===== src/rtl/parity_checker_stream.sv =====
// Even-parity checker for a valid/ready codeword stream. It forwards the data nibble and a
// per-word error flag through one registered stage, and keeps error and word statistics.
module parity_checker_stream #(
  parameter int unsigned DATA_W   = 4,
  parameter int unsigned CNT_W    = 8,
  parameter bit          DROP_ERR = 1'b0
) (
  input  logic              clk,
  input  logic              rst,
  input  logic [DATA_W:0]   din,
  input  logic              din_valid,
  output logic              din_ready,
  output logic [DATA_W-1:0] dout,
  output logic              dout_valid,
  input  logic              dout_ready,
  output logic              err_out,
  output logic              err_sticky,
  output logic [CNT_W-1:0]  err_cnt,
  output logic [CNT_W-1:0]  word_cnt,
  input  logic              clr
);

  logic              acc;
  logic              err;
  logic              load;

  logic [DATA_W-1:0] dout_q, dout_d;
  logic              dout_valid_q, dout_valid_d;
  logic              err_out_q, err_out_d;
  logic              err_sticky_q, err_sticky_d;
  logic [CNT_W-1:0]  err_cnt_q, err_cnt_d;
  logic [CNT_W-1:0]  word_cnt_q, word_cnt_d;
  logic [CNT_W-1:0]  err_cnt_base;
  logic [CNT_W-1:0]  word_cnt_base;

  // The output stage can take a new word whenever its current word leaves this cycle.
  assign din_ready = !dout_valid_q | dout_ready;
  assign acc       = din_valid & din_ready;
  assign err       = ^din;
  assign load      = acc & !(DROP_ERR & err);

  always_comb begin
    dout_d       = dout_q;
    err_out_d    = err_out_q;
    dout_valid_d = dout_valid_q;
    if (load) begin
      dout_d       = din[DATA_W:1];
      err_out_d    = err;
      dout_valid_d = 1'b1;
    end else if (dout_ready) begin
      dout_valid_d = 1'b0;
    end
  end

  // clr zeroes the statistics first, so an accept in the same cycle is still counted.
  always_comb begin
    err_cnt_base  = clr ? '0 : err_cnt_q;
    word_cnt_base = clr ? '0 : word_cnt_q;
    word_cnt_d    = word_cnt_base;
    err_cnt_d     = err_cnt_base;
    err_sticky_d  = clr ? 1'b0 : err_sticky_q;
    if (acc) begin
      word_cnt_d = word_cnt_base + CNT_W'(1);
      if (err) begin
        err_sticky_d = 1'b1;
        if (err_cnt_base != {CNT_W{1'b1}}) begin
          err_cnt_d = err_cnt_base + CNT_W'(1);
        end
      end
    end
  end

  always_ff @(posedge clk) begin
    if (rst) begin
      dout_q       <= '0;
      dout_valid_q <= 1'b0;
      err_out_q    <= 1'b0;
      err_sticky_q <= 1'b0;
      err_cnt_q    <= '0;
      word_cnt_q   <= '0;
    end else begin
      dout_q       <= dout_d;
      dout_valid_q <= dout_valid_d;
      err_out_q    <= err_out_d;
      err_sticky_q <= err_sticky_d;
      err_cnt_q    <= err_cnt_d;
      word_cnt_q   <= word_cnt_d;
    end
  end

  assign dout       = dout_q;
  assign dout_valid = dout_valid_q;
  assign err_out    = err_out_q;
  assign err_sticky = err_sticky_q;
  assign err_cnt    = err_cnt_q;
  assign word_cnt   = word_cnt_q;

endmodule


===== config.mk =====
export PLATFORM = sky130hd
export DESIGN_NAME = parity_checker_stream
export DESIGN_NICKNAME = d
export VERILOG_FILES = /design/src/rtl/parity_checker_stream.sv
export SDC_FILE = /design/constraint.sdc
export NUM_CORES = 1
export LEC_CHECK = 0
export BUFFER_PORTS_ARGS = -buffer_cell sky130_fd_sc_hd__buf_2
export CAP_MARGIN = 20
export CORE_UTILIZATION = 25
export DETAILED_ROUTE_END_ITERATION = 8
export REMOVE_ABC_BUFFERS = 1
export SETUP_SLACK_MARGIN = 0.1
export SYNTH_ARGS = -nofsm -noshare
export SYNTH_HDL_FRONTEND = slang
export SYNTH_SLANG_ARGS = --single-unit
export TNS_END_PERCENT = 30

===== constraint.sdc =====
create_clock -name clk -period 1.7 [get_ports clk]
set_input_delay 0.34 -clock clk [delete_from_list [all_inputs] [get_ports clk]]
set_output_delay 0.34 -clock clk [all_outputs]
set_load 0.02 [all_outputs]

==> impl_metrics.tcl <==
set metrics [dict create \
    period_needed_ns 1.452 \
    hp-start "din[4]" \
    num_rows 24 \
    core_area_mm2 0.004354 \
    gp_congestion 0.7485 \
    ys_seq_elements 23 \
    syn_avg_cell_area_um2 8.551 \
    grt_pass1_vias 963 \
    fin_crit_sh 0.8540 \
    hp-class "primary input to register" \
    switchingPower_mw 0.3128 \
    synthArstFlopShare 0 \
    port_buffers 33 \
    critPathMaxStageDelay_ns 0.45 \
    timing.critical_path.from "din[4]" \
    ys.flop_type "dfxtp_1" \
    grt.total_usage 0.1178 \
    yosys_warnings 0 \
    synth_area_mm2 0.001137 \
    grt_antenna_before_repair 0 \
    combPwrFrac 0.191 \
    fp.dieW_um 69.45 \
    synth_top_cells_by_area "dfxtp_1 40%, nand2_1 8.3%, a21oi_1 6.6%, a31oi_1 2.8%, a41o_1 2.6%" \
    powerDensity_mw_per_mm2 776.3 \
    max_freq_mhz 688.8 \
    numCtsBuffers 3 \
    seq_area_frac_synth 0.4048 \
    ys_top_cells_by_count "25 x nand2_1, 23 x dfxtp_1, 15 x a21oi_1, 8 x nor2_1, 5 x a31oi_1" \
    yosysMostFrequentCell "nand2_1" \
    htree_levels 1 \
    globalRoute.totalOverflow 0 \
    start_util 0.2612 \
    cts_tree "done" \
    relSlewSlack 0.6775 \
    synth_top_area_share 0.4048 \
    ant_nets 0 \
    worstPathArrival_ns 1.63 \
    ir_drop_mv 0.4343 \
    cts_root_buf "clkbuf_8" \
    cap_violations 0 \
    die_h_um 69.45 \
    place_hpwl_um 2047 \
    p_int_mw 0.8197 \
    setup_viol 0 \
    cts_setup_buffers 0 \
    synth_edf_count 0 \
    clkPwrFrac 0.309 \
    num_vias 1066 \
    die_area_mm2 0.004823 \
    grt_pass1_wl_um 4519 \
    skew_ns 0.003575 \
    switching_share 0.2762 \
    synthToLayoutAreaGrowth_pct 28.27 \
    io_pins 34 \
    postPlaceCellArea_mm2 0.001409 \
    clkSinkCount 23 \
    multiInputGateArea_um2 625.6 \
    synth_cells 133 \
    crit_chain "buf_2 > xnor3_2 > xnor2_4 > buf_4 > a21boi_1 > a311oi_1" \
    tightest_slew_ns 0.4837 \
    synth.largest_area_cell "dfxtp_1" \
    routed_wl_um 2689 \
    cp-start-kind "primary input" \
    hold_violations 0 \
    holdWs_ns 0.3188 \
    cts_buffer_depth 2 \
    critPathKind "primary input to register" \
    leakagePower_nw 0.6616 \
    clk_pin_slew_ns 0.08 \
    cp-end-kind "register" \
    final_max_slew_viol_count 0 \
    seq_area_um2 460.4 \
    routedWlPerCell_um 11.95 \
    crit_slowest_cell "xnor3_2" \
    fillCellCount 454 \
    final_area_mm2 0.001459 \
    grt_max_degree 14 \
    drive_gt1_frac 0.3179 \
    remaining_drc_errors 0 \
    fin_nets 185 \
    crit_fanout 7 \
    rsz0062_at_grt "no" \
    first_iter_violations 33 \
    num_antenna_cells 0 \
    r2r_start "word_cnt[1]" \
    synth_cell_types 33 \
    p_total_mw 1.133 \
    p_seq_frac 0.501 \
    clk_latency_ns 0.27 \
    required_ns 1.88 \
    vias_per_cell 4.738 \
    first_pass_iters 4 \
    outcome "finished, final reports clean" \
]
layer usage:
layer	part of all wire	global-route usage	up-vias
met2	0.43	0.1704	34
met5	0	0	-
met3	0.064	0.03488	4
met4	0.020	0.05442	0
met1	0.49	0.1603	480
li1	-	-	548
state kept, by name (all words and copies together) (netlist names):
signal      count
word_cnt        8
err_out         1
err_sticky      1
dout_valid      1
err_cnt         8
dout            4
power groups by stage:
stage / logic, mW / clock network (mW) / registers [mW]
6_report: 0.216 / 0.350 / 0.567
2_1_floorplan: 0.0969 / 0 / 0.601
5_1_grt: 0.237 / 0.378 / 0.570
3_5_place_dp: 0.216 / 0 / 0.580
3_3_place_gp: 0.214 / 0 / 0.580
4_1_cts: 0.217 / 0.365 / 0.567
worst max-delay path, delay by kind of cell:
kind	cells	cell delay (ns)
xor gates and xnor gates	2	0.69
AOI/OAI and AO/OA	2	0.32
buffers and inverters	2	0.27
layout by cell type (no fill, tap or decap), types with 2 or more instances in the layout:
| master | Yosys | routed |
|---|---|---|
| a21oi_1 | 15 | 15 |
| a311oi_1 | 2 | 2 |
| a31oi_1 | 5 | 5 |
| a41o_1 | 3 | 3 |
| and2_1 | 2 | 2 |
| and4b_1 | 3 | 3 |
| buf_2 | 3 | 33 |
| buf_4 | 0 | 11 |
| clkbuf_8 | 0 | 3 |
| dfxtp_1 | 23 | 23 |
| inv_1 | 3 | 3 |
| nand2_1 | 25 | 25 |
| nand2b_1 | 2 | 2 |
| nand3_1 | 4 | 4 |
| nand4_1 | 3 | 3 |
| nor2_1 | 8 | 8 |
| nor2b_1 | 4 | 2 |
| nor2b_2 | 0 | 2 |
| o21ai_0 | 3 | 3 |
| or3_1 | 4 | 4 |
| xnor2_1 | 3 | 3 |
| xor2_1 | 2 | 2 |
worst paths after layout:
path	to	slack, ns	depth (start not counted)
min reg2reg	dout[2]	0.46	2
min	dout[3]	0.32	3
max	err_cnt[0]	0.25	6
max reg2reg	word_cnt[6]	0.27	5
final cells by class:
type | instances | share of cell area
sequential | 23 | 0.3156
clock buffer | 4 | 0.03087
tap | 52 | 0.04460
inverter | 4 | 0.01029
multi-input combinational | 98 | 0.4288
timing repair buffer | 44 | 0.1698
cell families after synthesis:
family / Yosys count / share of synthesized area
compound gates: 29 / 0.1551
xor+xnor: 7 / 0.08362
fa+ha+maj: 1 / 0.01100
buf+inv: 12 / 0.04949
flops: 23 / 0.4048
mux: 2 / 0.01870
simple gates: 59 / 0.2772
stage by stage:
stage	TNS, ns	setup slack [ns]	std cells	utilization
after floorplan	0	0.04580	125	-
after global placement	0	0.01143	221	0.3236
after detailed placement	-0.02579	-0.02579	221	0.3236
after CTS	0	0.2196	225	0.3339
after global routing	0	0.1133	225	0.3351
final	0	0.2483	225	0.3351
timing repair:
action	4_1_cts	5_1_grt
endpoints found under the setup margin	0	1
hold buffers	0	0
resized for setup	0	2
(Power assumes the default switching activity.)
